--- src/rtl/fsqrt_issue_ctrl.sv ---
// fsqrt_issue_ctrl: round-robin issue arbiter for a shared fixed-latency
// pipelined fsqrt unit, with a shadow tag pipeline and a credit-checked
// first-word-fall-through result FIFO.
// Ports:
//   clk, rstn              clock, async active-low reset
//   req0_*/req1_*          valid/ready operand + tag from the two requesters
//   sq_src, sq_dest        operand to / result from the fsqrt unit
//   res_valid/ready        FIFO head handshake
//   res_data/id/tag        FIFO head contents
//   busy                   ops in flight or FIFO non-empty
module fsqrt_issue_ctrl #(
   parameter int LATENCY    = 4,
   parameter int FIFO_DEPTH = 4,
   parameter int TAG_W      = 5
) (
   input  logic             clk,
   input  logic             rstn,
   input  logic             req0_valid,
   output logic             req0_ready,
   input  logic [31:0]      req0_src,
   input  logic [TAG_W-1:0] req0_tag,
   input  logic             req1_valid,
   output logic             req1_ready,
   input  logic [31:0]      req1_src,
   input  logic [TAG_W-1:0] req1_tag,
   output logic [31:0]      sq_src,
   input  logic [31:0]      sq_dest,
   output logic             res_valid,
   input  logic             res_ready,
   output logic [31:0]      res_data,
   output logic             res_id,
   output logic [TAG_W-1:0] res_tag,
   output logic             busy
);

   localparam int PW = $clog2(FIFO_DEPTH);
   localparam int CW = $clog2(FIFO_DEPTH + LATENCY + 1) + 1;

   logic [LATENCY-1:0] sh_valid;
   logic               sh_id  [LATENCY];
   logic [TAG_W-1:0]   sh_tag [LATENCY];

   logic [31:0]        mem_data [FIFO_DEPTH];
   logic               mem_id   [FIFO_DEPTH];
   logic [TAG_W-1:0]   mem_tag  [FIFO_DEPTH];
   logic [PW-1:0]      rd_ptr;
   logic [PW-1:0]      wr_ptr;
   logic [PW:0]        count;

   logic               last;
   logic [31:0]        src_q;

   logic [CW-1:0]      inflight;
   logic               has_credit;
   logic               grant0;
   logic               grant1;
   logic               accept;
   logic               push;
   logic               pop;

   always_comb begin
      inflight = '0;
      for (int i = 0; i < LATENCY; i++)
         inflight = inflight + CW'(sh_valid[i]);
   end

   // Registered state only: a pop this cycle frees its slot next cycle.
   assign has_credit = (CW'(count) + inflight) < CW'(FIFO_DEPTH);

   // last=1 means requester 1 won most recently, so 0 wins a tie.
   assign grant0 = req0_valid & (~req1_valid | last);
   assign grant1 = req1_valid & (~req0_valid | ~last);

   assign req0_ready = rstn & grant0 & has_credit;
   assign req1_ready = rstn & grant1 & has_credit;
   assign accept     = req0_ready | req1_ready;

   assign sq_src = grant0 ? req0_src :
                   grant1 ? req1_src : src_q;

   assign push      = sh_valid[LATENCY-1];
   assign res_valid = (count != '0);
   assign pop       = res_valid & res_ready;

   assign res_data = res_valid ? mem_data[rd_ptr] : '0;
   assign res_id   = res_valid ? mem_id[rd_ptr]   : 1'b0;
   assign res_tag  = res_valid ? mem_tag[rd_ptr]  : '0;

   assign busy = (|sh_valid) | res_valid;

   always_ff @(posedge clk or negedge rstn) begin
      if (!rstn) begin
         sh_valid <= '0;
         last     <= 1'b1;
         src_q    <= '0;
      end else begin
         sh_valid[0] <= accept;
         for (int i = 1; i < LATENCY; i++)
            sh_valid[i] <= sh_valid[i-1];
         if (accept) begin
            last  <= req1_ready;
            src_q <= sq_src;
         end
      end
   end

   // Id/tag payload rides alongside sh_valid; qualified by it, no reset.
   always_ff @(posedge clk) begin
      sh_id[0]  <= req1_ready;
      sh_tag[0] <= req1_ready ? req1_tag : req0_tag;
      for (int i = 1; i < LATENCY; i++) begin
         sh_id[i]  <= sh_id[i-1];
         sh_tag[i] <= sh_tag[i-1];
      end
   end

   always_ff @(posedge clk or negedge rstn) begin
      if (!rstn) begin
         rd_ptr <= '0;
         wr_ptr <= '0;
         count  <= '0;
      end else begin
         if (push)
            wr_ptr <= wr_ptr + PW'(1);
         if (pop)
            rd_ptr <= rd_ptr + PW'(1);
         if (push && !pop)
            count <= count + (PW+1)'(1);
         else if (pop && !push)
            count <= count - (PW+1)'(1);
      end
   end

   always_ff @(posedge clk) begin
      if (push) begin
         mem_data[wr_ptr] <= sq_dest;
         mem_id[wr_ptr]   <= sh_id[LATENCY-1];
         mem_tag[wr_ptr]  <= sh_tag[LATENCY-1];
      end
   end

endmodule

--- config.mk ---
export PLATFORM = sky130hd
export DESIGN_NAME = fsqrt_issue_ctrl
export DESIGN_NICKNAME = d
export VERILOG_FILES = /design/src/rtl/fsqrt_issue_ctrl.sv
export SDC_FILE = /design/constraint.sdc
export NUM_CORES = 1
export LEC_CHECK = 0
export BUFFER_PORTS_ARGS = -buffer_cell sky130_fd_sc_hd__buf_4
export CORE_ASPECT_RATIO = 0.7
export CORE_MARGIN = 2
export CORE_UTILIZATION = 45
export DETAILED_ROUTE_END_ITERATION = 12
export GPL_TIMING_DRIVEN = 0
export PLACE_DENSITY = 0.77
export SLEW_MARGIN = 10
export SYNTH_ARGS = -nofsm -noshare
export SYNTH_HDL_FRONTEND = slang
export SYNTH_SLANG_ARGS = --single-unit
--- constraint.sdc ---
create_clock -name clk -period 2.9 [get_ports clk]
set_input_delay 0.29 -clock clk [delete_from_list [all_inputs] [get_ports clk]]
set_output_delay 0.29 -clock clk [all_outputs]
set_load 0.01 [all_outputs]
# Word level (Yosys, flattened, before mapping)

Memories as Yosys holds them, arrays and structs flattened.
Index checks and enable logic that the tools add are counted.

Flip-flop bits (word level): 44
Bits in writable memories: 176
Output and inout port bits: 74
Logic and storage cells: 51
Memories: 5

$add $sub $neg: 8
Order comparisons: 1
Multiplexer cells: 10
Bitwise gates (word level): 14
Reductions and logical operators: 7

Memory list:

| memory   | depth | width | rd ports | clocked after Yosys merged registers in | write ports | RTL line | RTL |
|---|---|---|---|---|---|---|---|
| mem_data | 4     | 32    | 1        | 0                                       | 1           | 43       | `logic [31:0] mem_data [FIFO_DEPTH];` |
| mem_tag  | 4     | 5     | 1        | 0                                       | 1           | 45       | `logic [TAG_W-1:0] mem_tag [FIFO_DEPTH];` |
| sh_tag   | 4     | 5     | 4        | 0                                       | 4           | 41       | `logic [TAG_W-1:0] sh_tag [LATENCY];` |
| mem_id   | 4     | 1     | 1        | 0                                       | 1           | 44       | `logic mem_id [FIFO_DEPTH];` |
| sh_id    | 4     | 1     | 4        | 0                                       | 4           | 40       | `logic sh_id [LATENCY];` |

Operators by type and width:

| kind                                                                 | number |
|---|---|
| 32-bit 2-to-1 mux                                                    | 3 |
| 5-bit 2-to-1 mux                                                     | 2 |
| 1-bit bitwise AND                                                    | 7 |
| 3-bit 2-to-1 mux                                                     | 2 |
| 3-bit by 4-bit adder with 5-bit output                               | 1 |
| 5-bit by 3-bit < comparator with 1-bit output, second input constant | 1 |
| 2-bit by 1-bit adder with 2-bit output, second input constant        | 2 |
| 3-bit by 1-bit adder with 4-bit output                               | 1 |
| 1-bit OR                                                             | 4 |
| 4-bit OR reduction                                                   | 1 |
| 2-bit by 1-bit adder with 3-bit output                               | 1 |
| 3-bit by 1-bit adder with 3-bit output, second input constant        | 1 |
| 1-bit 2-to-1 mux                                                     | 3 |
| 1-bit inverter                                                       | 3 |
| 3-bit nonzero test                                                   | 1 |
| 3-bit by 1-bit subtractor with 3-bit output, second input constant   | 1 |
| 1-bit by 1-bit adder with 2-bit output                               | 1 |
| 1-bit logical AND                                                    | 2 |
| 1-bit zero test                                                      | 2 |
| 2-bit nonzero test                                                   | 1 |

# Longest topological paths before layout

Depth in word-level cells: 7
Gate-level depth with buffers: 8
Depth with buffers taken out: 8

# Least setup slack after synthesis

OpenSTA, ideal clock, no wires.

Path type: reg2reg
From: register sh_valid[3]
To: register src_q[0]
Setup time: 0.125 ns
Arrival time: 2.158 ns
Required time: 2.775 ns
Path slack: 0.617 ns
Cell stages (with the launch flop): 8
Path buffers: 1
Period minus slack after synthesis: 2.283 ns
Path through: dfrtp_1 fa_1 ha_1 a21oi_1 o211ai_1 nor2_4 buf_4 mux2_2

Cells in the longest elaborated chain, start to end: 5
Elaborated cells between the ends (all ways): 6

Ends and longest elaborated chain:

| item                                            | RTL line | RTL |
|---|---|---|
| start: declaration                              | 39       | `logic [LATENCY-1:0] sh_valid;` |
| start signal: indexed assignment                | 99       | `sh_valid[i] <= sh_valid[i-1];` |
| 3-bit by 1-bit adder with 4-bit output *        | 64       | `inflight = inflight + CW'(sh_valid[i]);` |
| 3-bit by 4-bit adder with 5-bit output *        | 68       | `assign has_credit = (CW'(count) + inflight) < CW'(FIFO_DEPTH);` |
| 5-bit by 3-bit < comparator with 1-bit output * | 68       |  |
| 1-bit bitwise AND, on equally long branches     | 74, 75   |  |
| 1-bit OR *                                      | 76       | `assign accept = req0_ready \| req1_ready;` |
| end signal: assignment                          | 102      | `src_q <= sq_src;` |
| end: declaration                                | 51       | `logic [31:0] src_q;` |

Mark *: on every way between the ends. The rest lies on a longest branch, timed or not.
A chain may end at the register's enable or synchronous reset.

# Final worst setup path

From: register sh_valid[0]
To: output req1_ready

Cells in the longest elaborated chain, start to end: 6

Ends and longest elaborated chain:

| item                                          | RTL line | RTL |
|---|---|---|
| start signal: assignment                      | 97       | `sh_valid[0] <= accept;` |
| start signal: indexed assignment              | 99       |  |
| 1-bit by 1-bit adder with 2-bit output        | 64       |  |
| 2-bit by 1-bit adder with 3-bit output        | 64       |  |
| 3-bit by 1-bit adder with 4-bit output        | 64       |  |
| 3-bit by 4-bit adder with 5-bit output        | 68       |  |
| 5-bit by 3-bit < comparator with 1-bit output | 68       |  |
| 1-bit bitwise AND                             | 75       | `assign req1_ready = rstn & grant1 & has_credit;` |
| end: declaration                              | 23       | `output logic req1_ready,` |

No other way between the ends.

==> run summary <==
Final weighted congestion in routability-driven placement = 0.894
Class of the most critical hold timing path = input port to flop
Synthesis-to-layout area growth = 31.9%
Port Buf Inserts = 184
Detailed Route WL = 21.4 mm
Syn Inst Count = 545
Endpoint kind of the worst setup timing path = output port
Origin of the worst min-delay path = req1_tag[0]
Areal power density over the cells = 935 nW/um^2
Global-route wire length before repair = 32.8 mm
Avg WL per Cell = 19.9 um
Setup Crit Path Kind = flop to output port
Height of the die = 124 um
Synth cell types = 37
Maximum capacitance violations = 0
Number of cell rows = 43
Final net count = 913
Horiz. Die Dim = 175 um
Overall fraction of global-route tracks in use = 0.194
Hold Fails Final Rpt = 0
Vias in the first global route = 6,123
Proportion of layout cells with a drive suffix above 1 = 0.410
Area of the core = 20,000 sq um
Largest net degree at the start of global routing = 47
Number of inserted diodes = 0
Share of the yosys chip area belonging to registers = 0.667
CTS root buf = clkbuf_16
Timing startpoint of the critical path = sh_valid[0]
Netlist area before placement = 9220 sq um
TritonCTS clock tree = yes
I/O pin count = 185
Utilization after layout = 0.609
Floorplan die area = 21,700 sq um
CTS H-tree depth = 1
Outcome = complete, no violations
Setup slack of the critical path after layout = 128 ps
WP data required = 2610 ps
Number of sinks handled by clock tree synthesis = 220
Post-synthesis area per instance = 16.9 sq um
Worst slew slack as a fraction of its limit = 0.565
Leakage power figure = 4.86 nW
1st-pass router iterations = 4
Net count of the mapped netlist = 666
Setup violation total in the final timing report = 0
Crit share post-route = 0.956
Worst setup timing slack at the placement stage = 232 ps
Share of synthesized registers carrying an async set or reset = 0.200
Most instantiated flip-flop cell in the synthesis netlist = edfxtp_1
Final Critical Period = 2770 ps
Starting Density = 0.462
Most common library cell in the layout ignoring fill and taps = buf_4
Clock transition at the register clock pins on the worst setup and hold paths after CTS = 60 ps
Synthesis warning total = 0
Via count normalized by instance count = 5.35
Max rail drop VDD = 0.588 mV
1st-iter DRT viols = 335
Remaining DRCs = 0
Worst-path maximum fanout = 6
Clock skew = 14.3 ps
Critical R2R Launch = sh_valid[0]
Clock latency reported for the late side of the worst-skew pair = 490 ps
Number of nets with antenna violations after routing = 0
Worst setup SP type = flop
Bufs on Longest Clock Path = 3
CTS buffer count = 22
Highest-count cells in the layout ignoring fill and taps = buf_4, edfxtp_1, dfrtp_1, mux4_2, and2_1
Overflow left after global routing = 0
F_max = 0.361 GHz
Total of flip-flops plus latches after synthesis = 220
EDFF count, synth = 152
Transition time of the tightest slew-check pin = 653 ps
WP data arrival = 2480 ps
DR vias = 5,757
Antenna violations before repair = 0
Detailed placer's ending HPWL = 14.6 mm
Number of pins with negative max-slew slack in the final report = 0
## final timing paths
path	endpoint	slack [ps]	cells after the start
setup / recovery	req1_ready	130	7
hold / removal	sh_tag[0][0]	10	2
setup reg to reg	src_q[15]	320	7
hold reg to reg	sh_tag[3][1]	330	0
max in group asynchronous	sh_valid[3]	2090	2
min in group asynchronous	src_q[29]	350	2
## worst max-delay path, cell delays in order, from the launching register on
cell     delay [ps]
dfrtp_1         420
fa_1            490
ha_1            300
a21oi_2         190
o211a_4         230
nand3_4         130
inv_1           110
buf_4           130
## state kept, by name (all words and copies together), names as in the netlist, 3 cells and up
name and count:
sh_tag 20, mem_data 128, sh_id 4, src_q 32
sh_valid 4, count 3, mem_tag 20, mem_id 4
## cell type report
cell class	instances	area, sq um
fillers	1427	7800
multi-input cells	281	2840
flip-flops and latches	220	6150
well taps	270	338
plain buffers	37	233
clock buffers	27	621
inverters	7	26.3
repair buffers	223	1840
clock inverters	12	121
## where the power goes
part | total (mW) | internal [mW] | leakage, nW | switching [mW]
Combinational | 4.22 | 2.23 | 2.39 | 1.98
Sequential | 4.29 | 4.02 | 2.11 | 0.276
Clock | 2.86 | 1.70 | 0.356 | 1.16
Total | 11.4 | 7.95 | 4.86 | 3.42
## per-layer routing
metal | vias up | part of all wire | global-route usage
met5 | - | 0 | 0
met4 | 0 | 0.016 | 0.0453
met3 | 31 | 0.042 | 0.0308
met2 | 166 | 0.50 | 0.328
met1 | 2953 | 0.45 | 0.267
li1 | 2607 | - | -
## per-stage QoR
step / hold slack [ps] / setup TNS (ps) / instance area, sq um / power [mW] / std cells
2_1_floorplan: -5.59 / 0 / 9220 / 6.78 / 545
3_3_place_gp: 314 / 0 / 10900 / 8.27 / 999
3_5_place_dp: 312 / 0 / 11100 / 8.49 / 1003
4_1_cts: 0.677 / 0 / 12100 / 11.4 / 1075
5_1_grt: 1.60 / -25.6 / 12200 / 11.9 / 1077
6_report: 12.4 / 0 / 12200 / 11.4 / 1077
## cell families after synthesis
kind of cell             count (synthesis)  share of synthesized area
flip-flops                             220                      0.667
AO/OA/AOI/OAI                           70                     0.0433
XOR/XNOR                                 6                    0.00570
AND/OR/NAND/NOR                         87                     0.0673
multiplexers                           108                      0.174
buffers and inverters                   44                     0.0281
adder cells (fa/ha/maj)                 10                     0.0152
## synth_stat cells (8+ instances only)
library cell  instances  share of area
edfxtp_1            152           0.49
dfrtp_1              43           0.12
ha_1                  8          0.011
and3b_1              32          0.030
and2_1               42          0.028
mux4_2               38          0.093
o21ai_1              32          0.017
clkbuf_1              9         0.0037
mux2i_1              32          0.035
dfxtp_1              24          0.052
a31oi_1              33          0.022
buf_2                11         0.0060
mux2_2               31          0.038
## repair_timing
item                                    4_1_cts  5_1_grt
gates resized for setup                       2        2
endpoints found under the hold margin       167        0
pin swaps                                     0        1
endpoints found under the setup margin        1        1
cloned                                        0        0
hold buffers                                 33        0
setup buffers                                 0        2
Power figures use the tool's default switching activity.
